`src/rtl/arith_unit_arbiter.sv`:
```
// Round-robin front end that shares one fixed-latency arithmetic unit between two requesters.
// Accepts one operation at a time, drives the unit, then holds the tagged response until it is consumed.
module arith_unit_arbiter #(
    parameter int BITS = 32,
    parameter int LAT  = 1
) (
    input  logic            i_clk,
    input  logic            i_reset,
    input  logic            i_req0_valid,
    output logic            o_req0_ready,
    input  logic [BITS-1:0] i_req0_arg_A,
    input  logic [BITS-1:0] i_req0_arg_B,
    input  logic [1:0]      i_req0_op,
    input  logic            i_req1_valid,
    output logic            o_req1_ready,
    input  logic [BITS-1:0] i_req1_arg_A,
    input  logic [BITS-1:0] i_req1_arg_B,
    input  logic [1:0]      i_req1_op,
    output logic            o_rsp_valid,
    input  logic            i_rsp_ready,
    output logic            o_rsp_id,
    output logic [BITS-1:0] o_rsp_result,
    output logic [3:0]      o_rsp_status,
    output logic [BITS-1:0] o_alu_arg_A,
    output logic [BITS-1:0] o_alu_arg_B,
    output logic [1:0]      o_alu_op,
    input  logic [BITS-1:0] i_alu_result,
    input  logic [3:0]      i_alu_status,
    output logic            o_busy
);

    localparam int CW = (LAT < 2) ? 1 : $clog2(LAT + 1);

    typedef enum logic [1:0] {
        IDLE = 2'd0,
        EXEC = 2'd1,
        RESP = 2'd2
    } state_t;

    state_t          state_q;
    logic [CW-1:0]   cnt_q;
    logic            last_grant_q;
    logic            rsp_id_q;
    logic [BITS-1:0] rsp_result_q;
    logic [3:0]      rsp_status_q;
    logic [BITS-1:0] alu_a_q;
    logic [BITS-1:0] alu_b_q;
    logic [1:0]      alu_op_q;

    logic            gnt0;
    logic            gnt1;
    logic            accept;
    logic [BITS-1:0] alu_a_d;
    logic [BITS-1:0] alu_b_d;
    logic [1:0]      alu_op_d;

    // Under contention the requester that did not win last time is served.
    always_comb begin
        gnt0     = i_req0_valid && (!i_req1_valid || last_grant_q);
        gnt1     = i_req1_valid && (!i_req0_valid || !last_grant_q);
        accept   = (state_q == IDLE) && (gnt0 || gnt1);
        alu_a_d  = gnt1 ? i_req1_arg_A : i_req0_arg_A;
        alu_op_d = gnt1 ? i_req1_op    : i_req0_op;
        alu_b_d  = gnt1 ? i_req1_arg_B : i_req0_arg_B;
        if (alu_op_d == 2'd2) begin
            alu_b_d = '0;
        end
    end

    always_ff @(posedge i_clk or posedge i_reset) begin
        if (i_reset) begin
            state_q      <= IDLE;
            cnt_q        <= '0;
            last_grant_q <= 1'b1;
            rsp_id_q     <= 1'b0;
            rsp_result_q <= '0;
            rsp_status_q <= '0;
            alu_a_q      <= '0;
            alu_b_q      <= '0;
            alu_op_q     <= '0;
        end else begin
            case (state_q)
                IDLE: begin
                    if (accept) begin
                        alu_a_q      <= alu_a_d;
                        alu_b_q      <= alu_b_d;
                        alu_op_q     <= alu_op_d;
                        last_grant_q <= gnt1;
                        rsp_id_q     <= gnt1;
                        cnt_q        <= CW'(LAT);
                        state_q      <= EXEC;
                    end
                end
                EXEC: begin
                    // Count 0 is the cycle the unit output reflects the held operands.
                    if (cnt_q == '0) begin
                        rsp_result_q <= i_alu_result;
                        rsp_status_q <= i_alu_status;
                        state_q      <= RESP;
                    end else begin
                        cnt_q <= cnt_q - 1'b1;
                    end
                end
                RESP: begin
                    if (i_rsp_ready) begin
                        state_q <= IDLE;
                    end
                end
                default: state_q <= IDLE;
            endcase
        end
    end

    assign o_req0_ready = (state_q == IDLE) && gnt0;
    assign o_req1_ready = (state_q == IDLE) && gnt1;
    assign o_rsp_valid  = (state_q == RESP);
    assign o_busy       = (state_q != IDLE);
    assign o_rsp_id     = rsp_id_q;
    assign o_rsp_result = rsp_result_q;
    assign o_rsp_status = rsp_status_q;
    assign o_alu_arg_A  = alu_a_q;
    assign o_alu_arg_B  = alu_b_q;
    assign o_alu_op     = alu_op_q;

endmodule

```
`config.mk`:
```
export PLATFORM = sky130hd
export DESIGN_NAME = arith_unit_arbiter
export DESIGN_NICKNAME = d
export VERILOG_FILES = /design/src/rtl/arith_unit_arbiter.sv
export SDC_FILE = /design/constraint.sdc
export NUM_CORES = 1
export LEC_CHECK = 0
export BUFFER_PORTS_ARGS = -buffer_cell sky130_fd_sc_hd__buf_2
export CORE_MARGIN = 2
export CORE_UTILIZATION = 40
export CTS_CLUSTER_SIZE = 40
export DETAILED_ROUTE_END_ITERATION = 7
export HOLD_SLACK_MARGIN = 0.15
export PLACE_DENSITY = 0.77
export SYNTH_ARGS = -nofsm -noshare
export SYNTH_HDL_FRONTEND = slang
export SYNTH_SLANG_ARGS = --single-unit
```
`constraint.sdc`:
```
create_clock -name i_clk -period 6.3 [get_ports i_clk]
set_clock_uncertainty 0.2 [all_clocks]
set_input_delay 0.63 -clock i_clk [delete_from_list [all_inputs] [get_ports i_clk]]
set_output_delay 0.63 -clock i_clk [all_outputs]
set_load 0.05 [all_outputs]
```
==> results of run 1 <==
==> routing by layer <==
| metal | wire, um | global-route usage [%] |
|---|---|---|
| met1 | 6520 | 28.2 |
| met2 | 7540 | 37.1 |
| met3 | 1280 | 4.84 |
| met4 | 351 | 8.21 |
| met5 | 0 | 0 |
==> synthesized netlist by cell type <==
cell type / count / share of area, %
dfrtp_1: 106 / 52
nand2_1: 101 / 7.4
a21oi_1: 68 / 6.6
mux2_2: 36 / 7.9
a31oi_1: 35 / 4.3
a211oi_1: 32 / 4.7
a221oi_2: 30 / 8.7
buf_2: 19 / 1.8
clkbuf_1: 18 / 1.3
buf_4: 7 / 1.0
a21o_1: 3 / 0.44
buf_6: 3 / 0.66
inv_1: 3 / 0.22
nand2b_1: 3 / 0.36
nor2_1: 3 / 0.22
a221oi_1: 2 / 0.34
buf_1: 2 / 0.15
nor2_4: 2 / 0.44
a21bo_1: 1 / 0.19
a21boi_2: 1 / 0.22
dfstp_2: 1 / 0.51
inv_2: 1 / 0.073
mux2i_1: 1 / 0.19
mux2i_4: 1 / 0.44
nor2_2: 1 / 0.12
nor2b_1: 1 / 0.12
or2_2: 1 / 0.12
==> cell type report <==
type | count | area, sq um
clock inverter | 7 | 75.1
sequential | 107 | 2680
tap | 172 | 215
multi-input combinational | 322 | 2210
inverter | 4 | 17.5
fill | 1175 | 5740
clock buffer | 9 | 225
timing repair buffer | 287 | 1460
==> critical path, stage by stage (launching register included) <==
cell and delay, ns:
dfstp_2 0.59, a21bo_2 0.46, buf_4 0.52, nor2_1 0.12
buf_2 0.25
==> cell families after synthesis <==
kind of cell,count (synthesis)
buffers and inverters,53
and+or+nand+nor,112
DFF,107
AOI/OAI and AO/OA,172
muxes,38
==> stage by stage <==
stage	area, sq um	power [mW]	hold slack [ns]	util (%)	worst slack [ns]
after floorplan	5150	3.38	0.286	-	2.65
after global placement	6580	3.96	0.262	52.2	3.30
after detailed placement	6580	4.01	0.272	52.2	3.27
after CTS	6880	4.59	0.173	54.5	3.12
after global routing	6880	4.79	0.199	54.5	3.05
final	6880	4.57	0.144	54.5	3.17
==> registers in the layout, summed over array words and instances (netlist names) <==
signal,cells
o_alu_arg_A,32
cnt_q,1
o_rsp_status,4
last_grant_q,1
o_alu_op,2
o_alu_arg_B,32
o_rsp_result,32
o_rsp_id,1
state_q,2
==> worst paths after layout <==
check	endpoint	slack, ns	cells past startpoint
max	o_req1_ready	3.17	4
min	o_rsp_result[15]	0.14	2
max reg2reg	o_alu_arg_B[3]	3.55	5
min reg2reg	o_rsp_id	0.29	1
max in group asynchronous	o_alu_arg_A[19]	4.54	3
min in group i_clk	o_rsp_id	0.29	1
==> cell usage in the layout, fill, tap and decap left out <==
master     count
dfrtp_1      106
inv_4          1
a221oi_1       2
a21o_1         3
a21boi_4       1
a31oi_1       35
clkinv_4       1
dfstp_2        1
nor2_4         3
mux2i_4        1
mux2i_1        1
nor2b_1        1
nor2_2         1
nand2b_1       3
a211oi_1      32
a221oi_2      30
clkinv_2       2
inv_2          1
buf_2        279
bufinv_16      1
or2_2          1
inv_6          3
a21oi_1       68
a21bo_2        1
nand2_1      101
clkbuf_16      9
nor2_1         2
mux2_2        36
inv_1          2
buf_4          8
==> power by group through the flow <==
stage / logic [mW] / clock network (mW) / registers (mW)
2_1_floorplan: 0.950 / 0 / 2.43
5_1_grt: 2.88 / 0.617 / 1.29
3_3_place_gp: 2.71 / 0 / 1.25
6_report: 2.74 / 0.576 / 1.25
3_5_place_dp: 2.75 / 0 / 1.26
4_1_cts: 2.75 / 0.588 / 1.25
==> metrics.cfg, run 1 <==
[power_and_ir_drop]
sequentialPowerShare_pct = 27.4
p_leak_nw = 3.32
p_int_mw = 2.09
ir_drop_uv = 309
pwr_density_cell_mw_per_mm2 = 664
pwr-share-clk_pct = 12.6
pwr-share-comb_pct = 59.9
power_switching_mw = 2.48
switching_share_pct = 54.3

[synth]
synth_nets = 655
synth_top_family_by_area = compound AO/OA/AOI/OAI gates
yosysWarnings = 0
synth-xor-area-share_pct = 0
synth.cell_area_sq_mm = 0.00515
synth-compound-area-share_pct = 25.5
synth-seq-area-share_pct = 52.0
avgSynthCellArea_sq_um = 10.7
synth-simple-area-share_pct = 8.75
synth_seq_cells = 107
synth_cells = 482
synthMuxAreaShare_pct = 8.50
synthAdderAreaFrac_pct = 0
synth_cell_types = 27

[final_layout]
syn2layout_area_growth_pct = 33.6
nets = 904
drive_gt1_share_pct = 51.6
fin_cells = 908
n_antenna_cell = 0

[place]
portBuffers = 279
place_congestion = 0.779
dp_hpwl_um = 10800
dpl.cell_count = 892

[cts]
clockBufferDepth = 2
insertion_delay_ns = 0.34
htreeDepth = 3
cts_made_buffers = 9
cts_hold_buf = 0
cts_resized = 0
clk_pin_slew_ns = 0.08
cts.sinks = 107
cts_tree = yes
cts_root_buf = clkbuf_16
cts_setup_buffers = 0

[die]
core_area_sq_mm = 0.0126
die-area_sq_mm = 0.0138
die_w_um = 117
ios = 280
start_util_pct = 40.8
num_rows = 41
die_h_um = 117

[critical_path]
arrival_ns = 2.30
critPathMaxFanout = 48
crit_type = reg2out
required_ns = 5.47
startpoint = last_grant_q
worst_setup_path_start_kind = flip-flop
cp-end-kind = output pin
rr_startpoint = state_q[0]

[sta]
max-slew-margin-rel_pct = 33.0
hold_viol = 0
setup_viol_count_final = 0
finalMaxSlewViolations = 0
period_share_pct = 49.7
worst_pin_slew_ns = 1.00
rsz0062_at_grt = no
period_minus_slack_ns = 3.13
tns_ns = 0
fmaxAchievable_mhz = 319

[detailed_routing]
dr_total_vias = 4893
first_iter_violations = 382
drt_first_pass_iters = 5
via_per_inst = 5.39
ant_nets = 0
wl_per_cell_um = 17.3
wl_um = 15700
drc = 0

[job]
max_cap_violations = 0

[outcome]
status = finished, final reports clean

[worst_hold_path]
hold_class = in2async

[global_routing]
grt_first_pass_wirelength_um = 24500
grt_max_degree = 70
first_global_vias = 4798
overflow = 0
grt_usage_pct = 22.1
antenna_found_initial = 0

(Power assumes the default switching activity.)
==> inputs of run 2 (changes only) <==
- PLACE_DENSITY: 0.77 -> 0.8
- clock period: 6.3 -> 2.7 ns (I/O delays scaled with it)
==> run 2 against run 1 <==
  * Routed wire length grew 26%
  * Setup slack got worse by 3.1 ns
  * Die area is the same
  * Largest cell class is now non-clock buffers
==> metrics.cfg, run 2 (synthesis gave the netlist of run 1 again) <==
[outcome]
status = finished, final reports clean

[critical_path]
crit_type = in2reg
path_common_cell = dlygate4sd3_1
cp-end-kind = flip-flop
slowest_stage = dlygate4sd3_1
required_ns = 2.77  ; -2.70 ns
critPathMaxFanout = 27  ; -44%
cpLargestDelayFamily = buffers and inverters
crit_path_cell_trace = dlygate4sd3_1, buf_2, a21bo_2, buf_4, nand2_1, a31oi_1, dlygate4sd3_1
worst_setup_path_start_kind = input pin
critPathBufInv = 4  ; +2
cp_slowest_stage_delay_ns = 0.60  ; about the same
arrival_ns = 2.70  ; +0.40 ns

[global_routing]
first_global_vias = 6254  ; +30%
overflow = 0  ; unchanged
grt_max_degree = 108  ; +54%
grt_first_pass_wirelength_um = 31600  ; +29%
antenna_found_initial = 0  ; unchanged
grt_usage_pct = 28.4  ; +6.3 points

[final_layout]
fin_cells = 1065  ; +17%
regArea_sq_mm = 0.00268  ; unchanged
final_common_cell = buf_2
layout_common_cells = 279 x buf_2, 149 x dlygate4sd3_1, 106 x dfrtp_1
multi_input_area_sq_mm = 0.00222  ; +0.11%
drive_gt1_share_pct = 43.4  ; -8.2 points
syn2layout_area_growth_pct = 65.2
n_antenna_cell = 0  ; unchanged
fillCellCount = 866  ; -26%
nets = 1061  ; +17%

[cts]
cts.sinks = 107  ; unchanged
clk_pin_slew_ns = 0.08  ; about the same
cts_tree = yes
clockBufferDepth = 2  ; unchanged
htreeDepth = 3  ; unchanged
cts_root_buf = clkbuf_16
cts_made_buffers = 9  ; unchanged
insertion_delay_ns = 0.34  ; about the same

[sta]
worst_pin_slew_ns = 0.715  ; -0.288 ns
rsz0062_at_grt = no
period_minus_slack_ns = 2.63
period_share_pct = 97.5
hold_viol = 0  ; unchanged
max-slew-margin-rel_pct = 52.4  ; +19 points
fmaxAchievable_mhz = 380
setup_viol_count_final = 0  ; unchanged
tns_ns = 0  ; unchanged
finalMaxSlewViolations = 0  ; unchanged

[place]
dp_hpwl_um = 10600  ; -1.7%
dpl.cell_count = 897  ; +0.56%
portBuffers = 279  ; unchanged
place_congestion = 0.803  ; +3.0%

[detailed_routing]
first_iter_violations = 493  ; +29%
ant_nets = 0  ; unchanged
wl_per_cell_um = 18.5  ; +7.3%
drt_first_pass_iters = 5  ; unchanged
wl_um = 19700  ; +26%
drc = 0  ; unchanged
dr_total_vias = 5912  ; +21%
via_per_inst = 5.55  ; +3.0%

[power_and_ir_drop]
p_leak_nw = 3.98  ; +20%
ir_drop_uv = 858  ; +180%
pwr_density_cell_mw_per_mm2 = 1360  ; +110%

[die]
die-area_sq_mm = 0.0138  ; unchanged
core_area_sq_mm = 0.0126  ; unchanged
num_rows = 41  ; unchanged
start_util_pct = 40.8  ; unchanged
die_w_um = 117  ; unchanged
die_h_um = 117  ; unchanged
ios = 280  ; unchanged

[worst_hold_path]
hold_class = in2reg

[job]
max_cap_violations = 0  ; unchanged

==> run 2: cell count changes in the layout (fill, tap and decap cells not counted), moves of 2 or more <==
cell	delta
inv_6	-2
clkinvlp_4	+2
buf_12	+6
inv_8	+3
dlygate4sd3_1	+149
clkinv_2	-2
==> run 2: what timing repair did <==
action,CTS,global route
buffers inserted,0,3
hold endpoints to repair,211,0
hold buffers,149,0
resized for setup,0,2
setup endpoints to repair,0,28
==> run 2: layer usage <==
layer  vias up  part of all wire [%]  track usage [%]  routed length, um
met5         -                     0                0                  0
met4         0                   4.1             14.2                808
met3        76                    10             8.38               2010
met2       461                    48             47.7               9570
met1      2804                    37             33.3               7360
li1       2571                     -                -                  -
==> run 2: final timing paths <==
path | from | cells after the start | slack [ns] | end
setup reg to reg | state_q[0] | 6 | 0.10 | o_alu_arg_A[24]
hold / removal | i_req1_arg_B[4] | 3 | 0.16 | o_alu_arg_B[4]
hold reg to reg | o_rsp_id | 1 | 0.29 | o_rsp_id
min in group asynchronous | i_reset | 4 | 0.46 | o_rsp_result[24]
max in group asynchronous | i_reset | 4 | 1.42 | o_alu_arg_B[24]
setup / recovery | i_req0_valid | 7 | 0.07 | o_alu_arg_A[24]
==> run 2: layout make-up <==
cell class                      instances  area share (%)
Timing Repair Buffer                  444            36.3
Sequential cell                       107            31.5
Multi-Input combinational cell        322            26.1
Clock buffer                            9            2.65
Tap cell                              172            2.53
Clock inverter                          7           0.794
Inverter                                4           0.221
==> run 2: worst register-to-register path, delay by kind of cell (launching register included) <==
kind	cells	cell delay, ns
AO/OA/AOI/OAI	2	0.38
buffers and inverters	3	1.35
flip-flops	1	0.44
AND/OR/NAND/NOR	1	0.15
==> run 2: power by group <==
part	switching, mW	total, mW	internal, mW
Sequential	0.523	2.97	2.45
Clock	0.643	1.30	0.653
Combinational	4.98	7.34	2.35
==> run 2: per-stage QoR <==
stage	power [mW]	cell area, sq um	hold WS (ns)	worst slack, ns	util [%]
6_report	11.6	8510	0.158	0.0685	67.4
5_1_grt	12.1	8510	0.162	0.0444	67.4
4_1_cts	11.4	8480	0.151	0.0921	67.2
3_5_place_dp	9.46	6700	0.264	0.486	53.1
3_3_place_gp	9.37	6700	0.275	0.524	53.1
2_1_floorplan	7.89	5150	0.133	0.485	-
==> inputs of run 3 (changes only) <==
--- a/constraint.sdc
+++ b/constraint.sdc
@@ -3,3 +3,3 @@
 set_input_delay 0.27 -clock i_clk [delete_from_list [all_inputs] [get_ports i_clk]]
 set_output_delay 0.27 -clock i_clk [all_outputs]
-set_load 0.05 [all_outputs]
+set_load 0.005 [all_outputs]
==> run 3 against run 2 <==
  * Via count down 1.5%
  * Sequential cell count stayed put
  * Clock power rose by 8%
  * Hold slack gained 0.0023 ns
  * Routed wire length increased by 0.74%
  * Non-clock buffer count is 4 higher
  * Fmax grew 2.3%
  * Combinational power shrank 36%
  * Final area up 0.49%
  * Largest cell class unchanged
==> metrics.cfg, run 3 (synthesis gave the netlist of run 1 again) <==
[outcome]
status = finished, final reports clean

[die]
die_w_um = 117  ; unchanged
start_util_pct = 40.8  ; unchanged
die-area_sq_mm = 0.0138  ; unchanged
core_area_sq_mm = 0.0126  ; unchanged
die_h_um = 117  ; unchanged
ios = 280  ; unchanged
num_rows = 41  ; unchanged

[final_layout]
syn2layout_area_growth_pct = 66.0
nets = 1065  ; +0.38%
multi_input_area_sq_mm = 0.00222  ; unchanged
n_antenna_cell = 0  ; unchanged
drive_gt1_share_pct = 43.0  ; -0.42 points
final_common_cell = buf_2
regArea_sq_mm = 0.00268  ; unchanged
layout_common_cells = 279 x buf_2, 155 x dlygate4sd3_1, 106 x dfrtp_1
fillCellCount = 912  ; +5.3%

[cts]
insertion_delay_ns = 0.34  ; about the same
htreeDepth = 3  ; unchanged
clockBufferDepth = 2  ; unchanged
cts_root_buf = clkbuf_16
cts_made_buffers = 9  ; unchanged
clk_pin_slew_ns = 0.08  ; about the same
cts_setup_buffers = 0  ; unchanged
cts.sinks = 107  ; unchanged
cts_tree = yes

[power_and_ir_drop]
p_leak_nw = 4.00  ; +0.52%
pwr_density_cell_mw_per_mm2 = 1060  ; -23%
ir_drop_uv = 540  ; -37%

[sta]
finalWorstSetupSlack_ns = 0.127  ; +0.0588 ns
setup_viol_count_final = 0  ; unchanged
finalMaxSlewViolations = 0  ; unchanged
period_minus_slack_ns = 2.57  ; -0.0588 ns
hold_viol = 0  ; unchanged
fmaxAchievable_mhz = 389  ; +2.3%
tns_ns = 0  ; unchanged
worst_pin_slew_ns = 0.588  ; -0.127 ns
max-slew-margin-rel_pct = 60.8  ; +8.4 points
period_share_pct = 95.3  ; -2.2 points
rsz0062_at_grt = no

[critical_path]
r2r-end = o_alu_arg_B[11]
path_common_cell = dlygate4sd3_1
arrival_ns = 2.65  ; -0.05 ns
slowest_stage = dlygate4sd3_1
crit_type = in2reg
critPathMaxFanout = 47  ; +74%
reg2reg_slack_ns = 0.20  ; +0.10 ns
cp_slowest_stage_delay_ns = 0.61  ; about the same
worst_setup_path_start_kind = input pin
required_ns = 2.78  ; about the same
rr_startpoint = last_grant_q
cp-end-kind = flip-flop
crit_path_cell_trace = dlygate4sd3_1, buf_2, a21boi_4, buf_4, a211oi_1, a221oi_2, dlygate4sd3_1
r2r_cells = 5  ; -1

[worst_hold_path]
whs_endpoint = o_alu_arg_B[15]
hold_class = in2reg
hold_start = i_req1_arg_B[15]
min_path_cells = 3  ; unchanged

[global_routing]
overflow = 0  ; unchanged
top_usage_layer = met2
grt_util_met3_pct = 7.51  ; -0.87 points
first_global_vias = 6205  ; -0.78%
antenna_found_initial = 0  ; unchanged
use_met1_pct = 32.5  ; -0.80 points
grt_usage_pct = 28.3  ; -0.13 points
grt_first_pass_wirelength_um = 31500  ; -0.50%
grt_max_degree = 108  ; unchanged
met2_usage_pct = 48.3  ; +0.66 points

[place]
portBuffers = 279  ; unchanged
place_congestion = 0.835  ; +3.9%
place_ws_ns = 0.758  ; +0.273 ns
dp_hpwl_um = 10800  ; +1.6%

[detailed_routing]
dr_total_vias = 5825  ; -1.5%
first_iter_violations = 499  ; +1.2%
wl_per_cell_um = 18.6  ; +0.36%
wl_um = 19900  ; +0.74%
drc = 0  ; unchanged
drt_first_pass_iters = 7  ; +2
via_per_inst = 5.45  ; -1.8%
ant_nets = 0  ; unchanged

[job]
max_cap_violations = 0  ; unchanged

==> run 3: changes by cell type in the layout (fill, tap and decap cells not counted) <==
cell           before  now
clkinvlp_4          2    1
buf_6               1    0
clkinv_4            2    1
inv_8               3    2
bufinv_16           0    1
inv_6               1    2
buf_4               9   10
dlygate4sd3_1     149  155
buf_12              6    4
clkbuf_8            0    1
==> run 3: layout make-up <==
| type | count | area share (%) |
|---|---|---|
| clock inverter | 6 | 0.922 |
| timing repair buffer | 448 | 36.3 |
| inverter | 4 | 0.219 |
| sequential | 107 | 31.3 |
| clock buffer | 10 | 2.79 |
| tap | 172 | 2.52 |
| multi-input combinational | 322 | 25.9 |
==> run 3: worst max-delay path: cells and delay by family <==
family	cells	cell delay, ns
AOI/OAI and AO/OA	3	0.59
buffers and inverters	4	1.77
==> run 3: through the flow <==
stage                     std cells  hold slack (ns)  utilization (%)  area (sq um)  power (mW)
after floorplan                 482            0.133                -          5150        5.11
after global placement          898            0.264             52.9          6680        6.47
after detailed placement        898            0.265             52.9          6680        6.58
after CTS                      1069            0.151             67.7          8550        8.82
after global routing           1069            0.158             67.8          8550        9.54
final                          1069            0.160             67.8          8550        9.03
==> run 3: power breakdown <==
group,switching (mW),internal [mW]
clock,0.631,0.768
sequential,0.517,2.45
combinational,2.21,2.46
==> run 3: worst max path at each step <==
stage / to / slack (ns) / startpoint / cells after the start
3_3_place_gp: o_req1_ready / 0.82 / last_grant_q / 4
4_1_cts: o_alu_arg_B[27] / 0.10 / i_req0_valid / 7
6_report: o_alu_arg_B[11] / 0.13 / i_req0_valid / 7
2_1_floorplan: cnt_q / 0.94 / i_reset / 1
3_5_place_dp: o_alu_arg_B[1] / 0.76 / i_req0_valid / 5
5_1_grt: o_alu_arg_B[23] / 0.08 / i_req0_valid / 7
==> run 3: what timing repair did <==
item / in CTS / in global routing
hold buffers: 155 / 0
endpoints found under the hold margin: 211 / 0
resized for setup: 0 / 1
setup endpoints to repair: 0 / 23
==> run 3: layer usage <==
layer  up-vias  share of wire [%]
met3        73                9.1
li1       2580                  -
met4         0                4.2
met2       387                 49
met1      2785                 38
met5         -                  0
